===== src/rtl/mips_multicycle_ctrl.sv =====
// mips_multicycle_ctrl: multi-cycle FSM sequencing the MIPS datapath.
// Optional macro SINGLE_STEP_EN adds a step input that gates IDLE -> FETCH.
module mips_multicycle_ctrl #(
  parameter int CNT_W       = 16,
  parameter int MEM_TIMEOUT = 15
) (
  input  logic             CLK,
  input  logic             reset,
`ifdef SINGLE_STEP_EN
  input  logic             step,
`endif
  input  logic [5:0]       opcode,
  input  logic             zero,
  input  logic             mem_ready,
  output logic             pc_we,
  output logic [1:0]       pc_src,
  output logic             ir_we,
  output logic             reg_we,
  output logic             reg_dst,
  output logic             mem_to_reg,
  output logic             alu_src_b,
  output logic             mem_re,
  output logic             mem_we,
  output logic             retire,
  output logic [CNT_W-1:0] instr_cnt,
  output logic [2:0]       state,
  output logic             err
);

  typedef enum logic [2:0] {
    S_IDLE   = 3'd0,
    S_FETCH  = 3'd1,
    S_DECODE = 3'd2,
    S_EXEC   = 3'd3,
    S_MEM    = 3'd4,
    S_WB     = 3'd5,
    S_HALT   = 3'd7
  } state_t;

  localparam logic [5:0] OP_R   = 6'b000000;
  localparam logic [5:0] OP_LW  = 6'b100011;
  localparam logic [5:0] OP_SW  = 6'b101011;
  localparam logic [5:0] OP_BEQ = 6'b000100;
  localparam logic [5:0] OP_J   = 6'b000010;

  localparam logic [7:0] WAIT_LAST = 8'(MEM_TIMEOUT - 1);

`ifdef SINGLE_STEP_EN
  localparam state_t S_RET = S_IDLE;
`else
  localparam state_t S_RET = S_FETCH;
`endif

  state_t           st_q, st_d;
  logic [5:0]       op_q, op_d;
  logic [7:0]       wait_q, wait_d;
  logic             err_q, err_d;
  logic [CNT_W-1:0] cnt_q;
  logic             ret_raw;
  logic             go;

  logic is_r, is_lw, is_sw, is_beq, is_j;
  logic dec_ok;

  assign is_r   = (op_q == OP_R);
  assign is_lw  = (op_q == OP_LW);
  assign is_sw  = (op_q == OP_SW);
  assign is_beq = (op_q == OP_BEQ);
  assign is_j   = (op_q == OP_J);

  assign dec_ok = (opcode == OP_R)  ||
                  (opcode == OP_LW) ||
                  (opcode == OP_SW) ||
                  (opcode == OP_BEQ) ||
                  (opcode == OP_J);

`ifdef SINGLE_STEP_EN
  assign go = step;
`else
  assign go = 1'b1;
`endif

  // A retire in the reset cycle is abandoned, so it never reaches the counter.
  assign retire    = ret_raw & ~reset;
  assign instr_cnt = cnt_q;
  assign state     = st_q;
  assign err       = err_q;

  // Next-state and strobe decode from state, latched opcode and zero.
  always_comb begin
    st_d       = st_q;
    op_d       = op_q;
    wait_d     = wait_q;
    err_d      = err_q;
    pc_we      = 1'b0;
    pc_src     = 2'b00;
    ir_we      = 1'b0;
    reg_we     = 1'b0;
    reg_dst    = 1'b0;
    mem_to_reg = 1'b0;
    alu_src_b  = 1'b0;
    mem_re     = 1'b0;
    mem_we     = 1'b0;
    ret_raw    = 1'b0;
    unique case (st_q)
      S_IDLE: begin
        if (go) st_d = S_FETCH;
      end
      S_FETCH: begin
        ir_we = 1'b1;
        pc_we = 1'b1;
        st_d  = S_DECODE;
      end
      S_DECODE: begin
        op_d = opcode;
        if (dec_ok) begin
          st_d = S_EXEC;
        end else begin
          st_d  = S_HALT;
          err_d = 1'b1;
        end
      end
      S_EXEC: begin
        alu_src_b = is_lw | is_sw;
        unique case (1'b1)
          is_r: st_d = S_WB;
          is_lw, is_sw: begin
            st_d   = S_MEM;
            wait_d = 8'd0;
          end
          is_beq: begin
            pc_we   = zero;
            pc_src  = 2'b01;
            ret_raw = 1'b1;
            st_d    = S_RET;
          end
          is_j: begin
            pc_we   = 1'b1;
            pc_src  = 2'b10;
            ret_raw = 1'b1;
            st_d    = S_RET;
          end
          default: begin
            st_d  = S_HALT;
            err_d = 1'b1;
          end
        endcase
      end
      S_MEM: begin
        alu_src_b = 1'b1;
        mem_re    = is_lw;
        mem_we    = is_sw;
        // Ready beats a timeout that lands in the same cycle.
        if (mem_ready) begin
          if (is_lw) begin
            st_d = S_WB;
          end else begin
            ret_raw = 1'b1;
            st_d    = S_RET;
          end
        end else if (wait_q == WAIT_LAST) begin
          st_d  = S_HALT;
          err_d = 1'b1;
        end else begin
          wait_d = wait_q + 8'd1;
        end
      end
      S_WB: begin
        reg_we     = 1'b1;
        reg_dst    = is_r;
        mem_to_reg = is_lw;
        ret_raw    = 1'b1;
        st_d       = S_RET;
      end
      S_HALT: st_d = S_HALT;
      default: st_d = S_IDLE;
    endcase
  end

  // State, latched opcode, wait counter, sticky error and retire counter.
  always_ff @(posedge CLK) begin
    if (reset) begin
      st_q   <= S_IDLE;
      op_q   <= 6'd0;
      wait_q <= 8'd0;
      err_q  <= 1'b0;
      cnt_q  <= '0;
    end else begin
      st_q   <= st_d;
      op_q   <= op_d;
      wait_q <= wait_d;
      err_q  <= err_d;
      if (retire) cnt_q <= cnt_q + CNT_W'(1);
    end
  end

endmodule


===== config.mk =====
export PLATFORM = sky130hd
export DESIGN_NAME = mips_multicycle_ctrl
export DESIGN_NICKNAME = d
export VERILOG_FILES = /design/src/rtl/mips_multicycle_ctrl.sv
export SDC_FILE = /design/constraint.sdc
export NUM_CORES = 1
export LEC_CHECK = 0
export ABC_AREA = 0
export ABC_CLOCK_PERIOD_IN_PS = 2640
export CAP_MARGIN = 20
export CORE_UTILIZATION = 46
export DETAILED_ROUTE_END_ITERATION = 16
export HOLD_SLACK_MARGIN = 0.15
export PLACE_DENSITY = 0.85
export SYNTH_ARGS = -nofsm -noshare
export SYNTH_HDL_FRONTEND = slang
export SYNTH_SLANG_ARGS = --single-unit
export TNS_END_PERCENT = 100

===== constraint.sdc =====
create_clock -name CLK -period 2.64 [get_ports CLK]
set_input_delay 0.792 -clock CLK [delete_from_list [all_inputs] [get_ports CLK]]
set_output_delay 0.792 -clock CLK [all_outputs]
set_load 0.01 [all_outputs]

Word level (Yosys, flattened, before mapping)
Cells that the tools add are included.
{ "word_totals": {"rom_bits": 0, "elab_cells": 77, "ramBits": 0, "reg_bits": 34, "mem_count": 0, "latch_bits": 0} }
{ "op_classes": {"add_sub_neg": 2, "multipliers": 0, "n_bitwise": 3, "n_eq_ne": 22, "n_shift": 0, "magnitude_cmp": 0, "reduce_logical": 15, "n_mux": 30, "div_mod_pow": 0} }
{ "op_table": {"columns": ["op", "n"], "rows": [
  ["$eq 6x6->1 const B", 4],
  ["$mux 8", 3],
  ["$pmux 3 s6", 1],
  ["$add 16x1->16 const B", 1],
  ["$pmux 8 s2", 1],
  ["$mux 1", 13],
  ["$eq 6x2->1 const B", 2],
  ["$eq 6x3->1 const B", 2],
  ["$logic_not 6->1", 2],
  ["$mux 3", 4],
  ["$ne 2x2->1 const B", 6],
  ["$eq 3x3->1 const B", 3],
  ["$pmux 3 s3", 1],
  ["$add 8x1->8 const B", 1],
  ["$eq 8x4->1 const B", 1],
  ["$eq 3x2->1 const B", 2],
  ["$pmux 1 s2", 3],
  ["$pmux 1 s3", 2],
  ["$reduce_or 2->1", 3],
  ["$reduce_and 5->1", 1],
  ["$reduce_or 5->1", 1],
  ["$logic_or 1x1->1", 4],
  ["$pmux 2 s2", 1],
  ["$reduce_and 4->1", 1],
  ["9 further kinds", 9]
]} }

Depth between registers and ports, before layout
Gate-level depths: netlist (run 1).
{ "depth": {"depth_word": 7, "ltp_mapped": 8, "depth_no_buf": 6} }

Worst setup path after synthesis (run 1)
Ideal clock, no wire load.
{ "synth_path": {"path_type": "reg2out", "startpoint": "register op_q[0]", "endpoint": "output retire", "path_stages_with_launch": 7, "setup_slack_ps": 11, "required_time_ps": 1848, "arrival_time_ps": 1837, "cell_sequence": "dfxtp_1 or4_1 buf_2 or4_1 buf_2 buf_6 nand2_1"} }
{ "synth_via": {"elab_chain_cells": 5, "elab_cells_between_ends": 9, "cone_classes": "eq/ne (3); mux (4); bitwise (1); reduce/logical (1)"} }
{ "synth_lines": {"columns": ["item", "line_no", "rtl"], "rows": [
  ["start, declared", "55", "logic [5:0] op_q, op_d;"],
  ["start signal, assigned", "190", "op_q <= op_d;"],
  ["$eq 6x6->1 (tied with other cells)", "66", "assign is_lw = (op_q == OP_LW);"],
  ["$mux 1 / $reduce_or 2->1 (equally long branches)", null, null],
  ["$mux 1 (on tied branches)", "154, 125", null],
  ["$pmux 1 s3 *", "105", "unique case (st_q)"],
  ["$and 1x1->1 *", "84", "assign retire = ret_raw & ~reset;"],
  ["end, declared", "24", "output logic retire,"]
]} }
Mark *: on every way between the ends. The rest lies on a longest branch, timed or not.

Worst setup path in the final report (run 1)
Same ends and word-level chain as after synthesis.

==> results of run 1 <==
[stage by stage]
stage	setup WS [ns]	setup TNS [ns]	hold WS, ns	utilization, %	std cells
final	-0.0417	-0.0417	0.485	65.9	344
after global routing	-0.0780	-0.0780	0.532	65.9	344
after CTS	-0.167	-0.167	0.493	65.6	344
after detailed placement	-0.599	-3.16	0.475	63.3	336
after global placement	-0.604	-2.85	0.446	63.3	336
after floorplan	0.0111	0	0.471	-	238
[what timing repair did]
action / in CTS / in global routing
pin swaps: 0 / 1
setup endpoints to repair: 11 / 4
gates resized for setup: 26 / 10
hold endpoints to repair: 0 / 0
[worst reg2reg max path: stages, from the launching register on]
cell	delay, ns
sky130_fd_sc_hd__dfxtp_2	0.32
sky130_fd_sc_hd__or4_4	0.54
sky130_fd_sc_hd__or4_4	0.55
sky130_fd_sc_hd__buf_4	0.22
sky130_fd_sc_hd__a2111oi_1	0.47
sky130_fd_sc_hd__mux2_1	0.36
[synth_stat cells (4+ instances only)]
master	instances	area, sq um
sky130_fd_sc_hd__a2111oi_1	5	50.1
sky130_fd_sc_hd__a21oi_1	4	20.0
sky130_fd_sc_hd__mux2i_1	11	110
sky130_fd_sc_hd__mux2_1	10	113
sky130_fd_sc_hd__inv_1	5	18.8
sky130_fd_sc_hd__nand3_1	8	40.0
sky130_fd_sc_hd__clkbuf_1	11	41.3
sky130_fd_sc_hd__nand2b_1	11	68.8
sky130_fd_sc_hd__and3_1	4	25.0
sky130_fd_sc_hd__nor2_1	28	105
sky130_fd_sc_hd__nor2b_1	13	81.3
sky130_fd_sc_hd__dfxtp_1	34	681
sky130_fd_sc_hd__a211oi_1	6	45.0
sky130_fd_sc_hd__nand2_1	11	41.3
sky130_fd_sc_hd__nor3_1	5	25.0
sky130_fd_sc_hd__xor2_1	5	43.8
sky130_fd_sc_hd__nor4_1	4	25.0
sky130_fd_sc_hd__o21ai_0	10	50.1
[state kept, by name, summed over array words and instances (netlist names)]
register	flops
wait_q	8
state	3
instr_cnt	16
op_q	6
err	1
[path summary, 6_finish.rpt]
path,endpoint,startpoint,slack (ns),cells after the start
setup / recovery,retire,op_q[0],-0.04,4
hold / removal,err,err,0.49,2
setup reg to reg,instr_cnt[10],op_q[0],0.08,5
hold reg to reg,err,err,0.49,2
[power groups by stage]
stage	logic, mW	registers (mW)	clock network, mW
after global routing	0.409	0.561	0.442
after detailed placement	0.369	0.568	0
final	0.374	0.558	0.403
after floorplan	0.198	0.576	0
after global placement	0.362	0.567	0
after CTS	0.372	0.557	0.412
[area by class of cell]
class	count	area [sq um]	area share [%]
inverter	5	18.8	0.693
tap	50	62.6	2.31
clock buffer	7	86.3	3.19
sequential	34	682	25.2
multi-input combinational	183	1300	47.8
clock inverter	1	5.00	0.185
timing repair buffer	64	559	20.6
[metal layers]
layer | global-route usage (%) | share of wire (%)
met5 | 0 | 0
met2 | 36.4 | 47
met1 | 29.6 | 45
met3 | 4.61 | 5.2
met4 | 10.7 | 2.0
[logic make-up (layout without fill, tap and decap cells)]
family                     after synthesis  after routing
xor gates and xnor gates                 7              7
and+or+nand+nor                        109            109
muxes                                   21             21
AOI/OAI and AO/OA                       43             43
DFF                                     34             34
adders and majority gates                3              3
buffers and inverters                   21             77
==> summary.md, run 1 <==
The first-pass GRT wire length was 7.91 mm. The run gives 0 as the global-route congestion overflow total. The slowest stage of the critical path is the sky130_fd_sc_hd__or4_4 cell. The DRC marker count from the first detailed-route iteration is 191, and the post-layout worst setup margin is -0.0417 ns. The final-report setup violation count was 1. The clock drives 34 sinks. The number of buffers between clock root and the deepest sink came out at 2. The register area share after synthesis is 33.5%, and the floorplan row count is 23.

Net switching is 29.7% of the power. Clock insertion delay at the later pin of the skew report: 0.29 ns. The library cell appearing most often on the critical path is sky130_fd_sc_hd__or4_4. The detailed router placed 1949 vias in this run. The die covers 4690 sq um.

Via count of the first global-routing pass: 1728. After detailed routing, the number of remaining DRC violations is 0. The cell area after synthesis came out at 2030 sq um. The run gives 1.33 mW as the total power. Multiplexer cells account for 10.9% of the synthesized area. Of the cells placed in the final design, the portion with a size suffix greater than 1 is 16.0%. Combinational logic burns 28.1% of the power. The run gives 1.89 ns as the data arrival time at the worst-slack endpoint.

For this run, the leading register cell type out of synthesis is sky130_fd_sc_hd__dfxtp_1. The xor/xnor share of the synthesized area works out to 3.01%. The signal on the critical path passes through or4_4 > or4_4 > nand2_4 > buf_6. By area, the combinational part of the netlist is dominated by simple AND/OR/NAND/NOR gates. Relative to the synthesized area, the layout overhead comes to 33.2%. In this run the standard cell core region covers 4120 sq um. The run gives 0.00846 ns as the final worst clock skew.

The routed design has 4.87 mm of wire. The finished cells cover 2710 sq um. The worst supply voltage drop on vdd was 0.000241 V; the switching power was 0.396 mW. After legalization and detailed placement, the total HPWL measured 3.52 mm. The worst path in the final design needs a cycle of 2.68 ns, including I/O delays and setup. The part of the cycle the worst path needs was 102%; the number of failing hold endpoints at the final stage was 0. The average routed wire per standard cell is 14.1 um. Worst min-delay path class: flop to flop.

The layout has 345 filler cells. The tools report the starting density of the core as 49.4%. The number of enable-type register cells in the synthesized netlist is 0. The number of H-tree levels was 2.

After detailed routing, the number of vias per cell comes to 5.67. The kind of cell with the highest combined delay along the critical path is simple AND/OR/NAND/NOR gates. The checks that failed: setup timing. The number of buffers inserted to repair setup after CTS is 0.

The chip width works out to 68.5 um. Net count of the mapped netlist: 251. STA puts the critical path data required time at 1.85 ns.

Leaving out fill and tap cells, the most frequent cell in the layout is sky130_fd_sc_hd__dfxtp_1. Global routing consumed, over all layers together, 22.9% of the routing resources. For the headroom to the max-slew limit, the log shows 42.6%. Static timing analysis puts the maximum clock frequency at 0.373 GHz.

Number of I/O port buffers: 40. STA classifies the critical path endpoint as an output port. The critical path is of the flop to output port type. For this design the top-level I/O count stands at 41. In this run the cell area measured after placement is 2610 sq um. The flop and latch count out of synthesis was 34; the stage delay of the slowest cell on the critical path was 0.55 ns. For the total iterations of the first detailed-routing run, the log shows 4. Power spread over the standard cell area amounts to 492 nW/um^2.

The initial antenna violation count is 0, and the number of instances in the synthesized netlist is 238. Share of synthesized flip-flops with an asynchronous set or reset: 0%. The count of nets after finishing was 306. Buffers inserted to repair hold after CTS numbered 0. The repair_antennas step left the layout with diodes totalling 0. Adder and majority cell fraction of the synthesized area: 1.85%. The pin slew with the least headroom to its limit is 0.855 ns.

The number of buffer and inverter instances along the worst setup path came out at 1. The simple-gate share of the synthesized area is 29.9%. The run finished, with violations left.

In this run the vertical extent of the chip is 68.5 um. The share of total power dissipated in sequential elements is 41.8%. The tools report the pin count of the biggest net entering global routing as 42. The library cells used most frequently in the layout, excluding fill and tap cells, are sky130_fd_sc_hd__dfxtp_1 (33), sky130_fd_sc_hd__clkdlybuf4s50_1 (30), sky130_fd_sc_hd__nor2_1 (28).

Counting the buffers created by CTS gives 5. In this run the worst path has a maximum fanout of 2. Routability-driven placement finished with a final weighted congestion of 0.795. After synthesis, the mean cell area works out to 8.55 sq um.

The number of different library cells used by synthesis comes to 51. For this run, the number of Yosys warnings is 0. Across the run, the number of max-cap violations was 0. After clock tree synthesis, the clock-pin slew on the worst setup and hold paths is 0.07 ns.

The post-synthesis compound-gate area fraction was 16.4%; the number of max-slew violations in the final report was 0. TritonCTS built the clock tree. CTS placed an instance of sky130_fd_sc_hd__clkbuf_8 at the clock tree root. The internal portion of the total power is 0.938 mW. The run gives 0 as the number of nets with antenna violations after routing. The clock power share is 30.2%. The worst setup path is launched from a flop. The run gives 1.06 nW as the static leakage.

Setup repair after global routing could not meet its margin everywhere.
Note: power is estimated with default switching activity, not from simulation.
==> run 2, diff against run 1 <==
--- a/config.mk
+++ b/config.mk
@@ -6,12 +6,13 @@
 export NUM_CORES = 1
 export LEC_CHECK = 0
 export ABC_AREA = 0
-export ABC_CLOCK_PERIOD_IN_PS = 2640
+export ABC_CLOCK_PERIOD_IN_PS = 2600
 export CAP_MARGIN = 20
-export CORE_UTILIZATION = 46
+export CORE_UTILIZATION = 51
 export DETAILED_ROUTE_END_ITERATION = 16
 export HOLD_SLACK_MARGIN = 0.15
-export PLACE_DENSITY = 0.85
+export MAX_ROUTING_LAYER = met4
+export PLACE_DENSITY = 0.89
 export SYNTH_ARGS = -nofsm -noshare
 export SYNTH_HDL_FRONTEND = slang
 export SYNTH_SLANG_ARGS = --single-unit
==> constraint.sdc (replaced) <==
create_clock -name CLK -period 2.6 [get_ports CLK]
set_input_delay 0.78 -clock CLK [delete_from_list [all_inputs] [get_ports CLK]]
set_output_delay 0.78 -clock CLK [all_outputs]
set_load 0.01 [all_outputs]
==> run 2 against run 1 <==
The flow still finishes with violations (setup timing). Sequential power rose by 4.3%. Register-to-register slack is essentially flat. Utilization up 8.2 points. Clock skew shrank 0.0046 ns. Critical path type unchanged. Largest cell class unchanged. Worst hold slack improved by 0.0028 ns. Highest routed layer unchanged. Critical endpoint unchanged.
==> summary.md, run 2 (synthesis gave the netlist of run 1 again) <==
The logs give 2058 (was 1949) for the via count and 5.13 mm (was 4.87 mm) for the total wirelength of the detailed-routed design. The tools report the headroom to the max-slew limit as 38.2% (was 42.6%). Library cell appearing most often on the critical path: sky130_fd_sc_hd__or4_4 (unchanged). The number of I/O port buffers came out at 40 (unchanged). The average routed wire per standard cell came out at 14.9 um (was 14.1 um). Endpoint of the worst-slack reg-to-reg timing path: instr_cnt[12] (was instr_cnt[10]).

For the number of hold-repair buffers added at the cts stage, the log shows 0 (unchanged). Based on the critical path, the design can be clocked at up to 0.373 GHz. The die height came out at 65.2 um (was 68.5 um).

Violations in the final reports: setup timing (unchanged). Category of cells accounting for the largest share of critical-path delay: simple AND/OR/NAND/NOR gates (unchanged). For the pin count of the biggest net entering global routing, the log shows 21 (was 42). The floorplan row count was 22 (was 23); the via count of the first global-routing pass was 1949 (was 1728). The run gives 0.29 ns (about the same) as the clock insertion delay at the later pin of the skew report. The worst min-delay path class is flop to flop (unchanged). The run gives 31.7% (was 29.6%) as the global routing usage on met1.

For the routing usage on met3, the log shows 6.25% (was 4.61%). The static leakage is 1.09 nW (was 1.06 nW). The most frequent standard cell in the layout excluding fill and tap cells was sky130_fd_sc_hd__dfxtp_1 (unchanged). The logs give 34 (unchanged) for the clock sink count and 1 (unchanged) for the final-report setup violation count.

The number of remaining DRC errors came out at 0 (unchanged). The required arrival time at the worst endpoint is 1.82 ns (was 1.85 ns), and the clock slew at the register clock pins of the worst setup and hold paths is 0.07 ns (about the same). The tools report the number of max-cap violations as 0 (unchanged). The fraction of met2 tracks used by global routing was 44.7% (was 36.4%); the starting density of the core was 54.3% (was 49.4%). The global-route congestion overflow total is 0 (unchanged), and the minimum clock period after layout is 2.68 ns.

The tools report the number of nets with antenna violations after routing as 0 (unchanged). The logs give 4250 sq um (was 4690 sq um) for the area of the die and 8.73 mm (was 7.91 mm) for the first-pass GRT wire length. Most congested layer reported by global routing: met2 (unchanged).

The tools report the total half-perimeter wirelength after legalization and detailed placement as 3.59 mm (was 3.52 mm). Setup repair after global routing could not meet its margin everywhere. For the total iterations of the first detailed-routing run, the log shows 4 (unchanged). Ordered list of cells on the worst path: or4_4 > or4_4 > nand2_4 > buf_6 (unchanged).

The power per cell area is 497 nW/um^2 (was 492 nW/um^2), and the number of buffers inserted during clock tree synthesis is 5 (unchanged). TritonCTS built the clock tree. The reg-to-reg startpoint is op_q[3] (was op_q[0]). The class of the most critical setup path was flop to output port (unchanged). The ratio of cells with drive above 1 in the final layout was 20.2% (was 16.0%); the worst supply voltage drop on vdd was 0.000359 V (was 0.000241 V).

The area growth from synthesis to final layout is 36.3% (was 33.2%), and the initial antenna violation count is 0 (unchanged). The total power is 1.38 mW (was 1.33 mW), and the number of failing hold endpoints at the final stage is 0 (unchanged). The hold-critical path depth is 2 (unchanged). The chip width was 65.2 um (was 68.5 um).

Critical path capture point type: an output port (unchanged). The number of flip-flops in the largest register was 16 (unchanged). The launch point of the worst hold path is err (unchanged). The number of top-level pins is 41 (unchanged). For the core utilization of the finished layout, the log shows 74.1% (was 65.9%).

The final worst clock skew came out at 0.00382 ns (was 0.00846 ns). The area inside the core boundary was 3740 sq um (was 4120 sq um). The tools report the CTS root buffer as sky130_fd_sc_hd__clkbuf_8 (unchanged). The number of cell instances on the worst register-to-register path was 5 (unchanged); the register-to-register setup slack was 0.07 ns (was 0.08 ns). The number of H-tree levels was 2 (unchanged); the largest fanout on the critical path was 2 (unchanged). In the finished design, the share of the clock period the worst path needs comes to 103%. Count of nets after finishing: 309 (was 306). The cell type of the slowest stage on the worst timing path was sky130_fd_sc_hd__or4_4 (unchanged). The terminating pin of the worst hold path was err (unchanged). The placer congestion estimate was 0.852 (was 0.795); the overall global routing resource usage was 26.8% (was 22.9%). The flow ran to the end, but the final reports show violations.

Via density per instance: 5.97 (was 5.67). Most used cells in the layout excluding fill and tap cells: sky130_fd_sc_hd__dfxtp_1 (30), sky130_fd_sc_hd__nor2_1 (28), sky130_fd_sc_hd__clkdlybuf4s50_1 (28) (was sky130_fd_sc_hd__dfxtp_1 (33), sky130_fd_sc_hd__clkdlybuf4s50_1 (30), sky130_fd_sc_hd__nor2_1 (28)). The logs give 0 (unchanged) for the antenna cell count and 2 (unchanged) for the number of buffers between clock root and the deepest sink.

The startpoint kind of the worst setup timing path is a flop (unchanged). The count of placed standard cells including taps is 335 (was 336). The data arrival time at the worst-slack endpoint was 1.90 ns (was 1.89 ns); the stage delay of the slowest cell on the critical path was 0.58 ns (was 0.55 ns). The pin slew with the least headroom to its limit was 0.920 ns (was 0.855 ns); the final cell count without fillers was 345 (was 344). The post-layout worst setup margin was -0.0841 ns (was -0.0417 ns). For the number of max-slew violations in the final report, the log shows 0 (unchanged). The number of buffer and inverter instances along the worst setup path was 1 (unchanged). The run gives 189 (was 191) as the DRC marker count from the first detailed-route iteration.
run 2: cell types whose count changed in the layout (fill, tap and decap cells not counted), sizes merged:
cell	previous run	this run
buf	28	31
clkdlybuf4s50	30	28
dlymetal6s2s	0	2
clkbuf	7	8
dlygate4sd1	1	0
run 2: cell type report:
type                            instances  area (sq um)
Tap cell                               48          60.1
Clock inverter                          1          5.00
Clock buffer                            7          86.3
Inverter                                5          18.8
Multi-Input combinational cell        183          1340
Timing Repair Buffer                   67           583
Sequential cell                        34           686
Fill cell                             292           970
run 2: worst max-delay path by stage:
stage          endpoint  cells after the start  slack, ns      start
5_1_grt          retire                      4      -0.12    op_q[3]
3_3_place_gp     retire                      4      -0.64      reset
4_1_cts          retire                      5      -0.16  mem_ready
2_1_floorplan    retire                      6      0.009    op_q[0]
6_report         retire                      4      -0.08    op_q[3]
3_5_place_dp     retire                      4      -0.67      reset
run 2: tightest hold or removal path: stages, from the launching register on:
cell	delay [ns]
sky130_fd_sc_hd__dfxtp_1	0.33
sky130_fd_sc_hd__nand2b_1	0.06
sky130_fd_sc_hd__o31ai_1	0.06
run 2: metal layers:
layer  share of wire, %  wire (um)
met1                 42       2160
met5                  0          0
met2                 51       2600
met3                5.8        296
met4                1.4         74
run 2: repair_timing:
action | CTS | global route
setup buffers | 0 | 2
endpoints found under the hold margin | 0 | 0
setup endpoints to repair | 15 | 6
gates cloned | 0 | 0
gates resized for setup | 29 | 16
pin swaps | 1 | 4
run 2: power by group:
part / internal, mW / total, mW / switching (mW)
sequential: 0.550 / 0.582 / 0.0321
combinational: 0.197 / 0.392 / 0.196
clock: 0.214 / 0.404 / 0.190
run 2: per-stage QoR:
| step | hold slack (ns) | area [sq um] | setup WS (ns) | TNS (ns) |
|---|---|---|---|---|
| floorplan | 0.471 | 2040 | 0.00913 | 0 |
| global placement | 0.452 | 2610 | -0.644 | -3.85 |
| detailed placement | 0.475 | 2610 | -0.674 | -4.54 |
| CTS | 0.497 | 2710 | -0.162 | -0.162 |
| global route | 0.521 | 2770 | -0.123 | -0.160 |
| finish | 0.488 | 2770 | -0.0841 | -0.0841 |
==> run 3, diff against run 2 <==
--- a/config.mk
+++ b/config.mk
@@ -13,6 +13,7 @@
 export HOLD_SLACK_MARGIN = 0.15
 export MAX_ROUTING_LAYER = met4
 export PLACE_DENSITY = 0.89
+export RECOVER_POWER = 25
 export SYNTH_ARGS = -nofsm -noshare
 export SYNTH_HDL_FRONTEND = slang
 export SYNTH_SLANG_ARGS = --single-unit
==> run 3 against run 2 <==
The flow still finishes with violations (setup timing). First-iteration DRC count is 28% lower. Combinational power shrank 3%. Worst hold slack worse by 0.0027 ns. Power down 0.95%. Die area did not move. Routed wire length up 0.29%. Sequential share of layout area grew 0.18 points. Clock skew is 0.00056 ns higher. Sequential cell count did not move. Non-clock buffer count stayed put. Largest cell class unchanged. Highest routed layer unchanged.
==> summary.md, run 3 (synthesis gave the netlist of run 1 again) <==
The worst min-delay path class was flop to flop (unchanged). The ratio of cells with drive above 1 in the final layout was 18.9% (was 20.2%). The tools report the core utilization of the finished layout as 73.6% (was 74.1%). The via density per instance was 5.98 (was 5.97). Startpoint kind of the worst setup timing path: a flop (unchanged). The critical path capture point type is an output port (unchanged). Clock slew at the register clock pins of the worst setup and hold paths: 0.07 ns (about the same).

The post-layout worst setup margin came out at -0.0865 ns (was -0.0841 ns). The die height is 65.2 um (unchanged), and the floorplan row count is 22 (unchanged). The category of cells accounting for the largest share of critical-path delay was simple AND/OR/NAND/NOR gates (unchanged). The top layer reached by signal wires was met4 (unchanged).

The average routed wire per standard cell came out at 14.9 um (about the same). Sequential cell fraction of total power: 42.6% (was 42.2%). The number of buffer and inverter instances along the worst setup path was 1 (unchanged); the DRC marker count from the first detailed-route iteration was 136 (was 189). The antenna cell count came out at 0 (unchanged).

Final-report setup violation count: 1 (unchanged). The sum of met3 wire segment lengths after detailed routing was 311 um (was 296 um). The maximum operating frequency is 0.372 GHz (was 0.373 GHz). Most used cells in the layout excluding fill and tap cells: sky130_fd_sc_hd__dfxtp_1 (30), sky130_fd_sc_hd__nor2_1 (28), sky130_fd_sc_hd__clkdlybuf4s50_1 (28) (unchanged). The chip width works out to 65.2 um (unchanged). Number of I/O port buffers: 40 (unchanged).

Ordered list of cells on the worst path: or4_4 > or4_4 > nand2_4 > buf_6 (unchanged). The tools report the sum of negative setup slack as -0.0865 ns (was -0.0841 ns). Library cell appearing most often on the critical path: sky130_fd_sc_hd__or4_4 (unchanged). The tools report the count of nets after finishing as 309 (unchanged). For the number of top-level pins, the log shows 41 (unchanged). TritonCTS built the clock tree.

Final worst clock skew: 0.00438 ns (was 0.00382 ns). The tools report the total iterations of the first detailed-routing run as 5 (was 4). The number of buffers between clock root and the deepest sink is 2 (unchanged), and the area growth from synthesis to final layout is 35.4% (was 36.3%). The class of the most critical setup path was flop to output port (unchanged). Violations in the final reports: setup timing (unchanged). For the area of the die, the log shows 4250 sq um (unchanged). The tools report the detailed-routed wire length on met2 as 2.58 mm (was 2.60 mm).

CTS root buffer: sky130_fd_sc_hd__clkbuf_8 (unchanged). The tools report the global-route congestion overflow total as 0 (unchanged). The logs give 28.0% (was 28.5%) for the power share of the combinational group and 0 (unchanged) for the number of hold-repair buffers added at the cts stage.

The tools report the total internal power as 0.952 mW (was 0.960 mW). The cell type of the slowest stage on the worst timing path is sky130_fd_sc_hd__or4_4 (unchanged). The number of remaining DRC errors was 0 (unchanged); the switching power was 0.412 mW (was 0.418 mW). Number of failing hold endpoints at the final stage: 0 (unchanged).

The initial antenna violation count came out at 0 (unchanged). The logs give 39.0% (was 38.2%) for the headroom to the max-slew limit and 21 (unchanged) for the pin count of the biggest net entering global routing. The worst supply voltage drop on vdd is 0.000347 V (was 0.000359 V), and the overall global routing resource usage is 26.8% (unchanged).

The run gives 0.852 (unchanged) as the placer congestion estimate. The total half-perimeter wirelength after legalization and detailed placement came out at 3.59 mm (unchanged). Starting density of the core: 54.3% (unchanged). Largest fanout on the critical path: 2 (unchanged). The switching share of power was 30.2% (was 30.3%); the area inside the core boundary was 3740 sq um (unchanged). The run gives 2 (unchanged) as the number of H-tree levels. The first-pass GRT wire length was 8.73 mm (unchanged).

The most frequent standard cell in the layout excluding fill and tap cells is sky130_fd_sc_hd__dfxtp_1 (unchanged). The logs give 1.82 ns (about the same) for the required arrival time at the worst endpoint and 0.29 ns (about the same) for the clock insertion delay at the later pin of the skew report. The number of flip-flops in the largest register is 16 (unchanged), and the static leakage is 1.07 nW (was 1.09 nW). For the number of max-cap violations, the log shows 0 (unchanged). Total wirelength of the detailed-routed design: 5.14 mm (was 5.13 mm). The clock power share was 29.4% (was 29.3%).

The stage delay of the slowest cell on the critical path was 0.58 ns (about the same); the via count was 2063 (was 2058). The data arrival time at the worst-slack endpoint came out at 1.91 ns (was 1.90 ns). The part of the cycle the worst path needs works out to 103% (about the same). The minimum clock period after layout came out at 2.69 ns (was 2.68 ns).

For the routed length on met1, the log shows 2.16 mm (about the same). The run finished, with violations left. The via count of the first global-routing pass is 1949 (unchanged). The number of max-slew violations in the final report was 0 (unchanged). The run gives 34 (unchanged) as the clock sink count.

The tools report the hold slack as 0.485 ns (was 0.488 ns). Number of buffers inserted during clock tree synthesis: 5 (unchanged). The run gives 0 (unchanged) as the number of nets with antenna violations after routing. Setup repair after global routing could not meet its margin everywhere. Pin slew with the least headroom to its limit: 0.909 ns (was 0.920 ns). The power per cell area was 496 nW/um^2 (was 497 nW/um^2).
-- run 3: cell count changes in the layout (fill, tap and decap cells not counted) --
cell and delta:
sky130_fd_sc_hd__buf_4 -4, sky130_fd_sc_hd__clkbuf_4 +1, sky130_fd_sc_hd__clkdlybuf4s25_1 +1, sky130_fd_sc_hd__dlymetal6s2s_1 -1, sky130_fd_sc_hd__nor4b_1 +1, sky130_fd_sc_hd__nor4b_2 -1
sky130_fd_sc_hd__clkbuf_1 +3
-- run 3: cell type report --
class / instances / area (sq um)
multi-input cells: 183 / 1330
well taps: 48 / 60.1
clock inverters: 1 / 5.00
flip-flops and latches: 34 / 686
fillers: 296 / 990
repair buffers: 67 / 569
inverters: 5 / 18.8
clock buffers: 7 / 86.3
-- run 3: timing repair --
| action | 4_1_cts | 5_1_grt |
|---|---|---|
| setup buffers | 0 | 2 |
| pin swaps | 1 | 4 |
| gates resized for setup | 29 | 16 |
| setup endpoints to repair | 15 | 6 |
-- run 3: metrics by stage --
step / cells / setup slack (ns) / total power, mW / area [sq um]
after floorplan: 238 / 0.00913 / 0.786 / 2040
after global placement: 335 / -0.644 / 0.946 / 2610
after detailed placement: 335 / -0.674 / 0.955 / 2610
after CTS: 343 / -0.162 / 1.36 / 2710
after global routing: 345 / -0.123 / 1.43 / 2750
final: 345 / -0.0865 / 1.36 / 2750
-- run 3: tightest hold or removal path, stage by stage (launching register included) --
cell and delay, ns:
sky130_fd_sc_hd__dfxtp_1 0.33, sky130_fd_sc_hd__nand2b_1 0.06, sky130_fd_sc_hd__o31ai_1 0.06
-- run 3: routing by layer --
metal  global-route usage [%]  vias to the layer above
met3                     6.25                       12
li1                         -                      986
met1                     31.7                      980
met5                        -                        -
met2                     44.7                       85
met4                     8.70                        0
-- run 3: final timing paths --
path	from	endpoint	slack, ns	cells after the start
setup / recovery	op_q[3]	retire	-0.09	4
hold reg to reg	err	err	0.49	2
hold / removal	err	err	0.49	2
setup reg to reg	op_q[3]	instr_cnt[12]	0.07	5
-- run 3: power groups by stage --
stage / Combinational (mW) / Clock (mW) / Sequential (mW)
3_3_place_gp: 0.360 / 0 / 0.586
5_1_grt: 0.410 / 0.436 / 0.583
3_5_place_dp: 0.368 / 0 / 0.587
4_1_cts: 0.374 / 0.410 / 0.577
2_1_floorplan: 0.202 / 0 / 0.585
6_report: 0.382 / 0.401 / 0.582
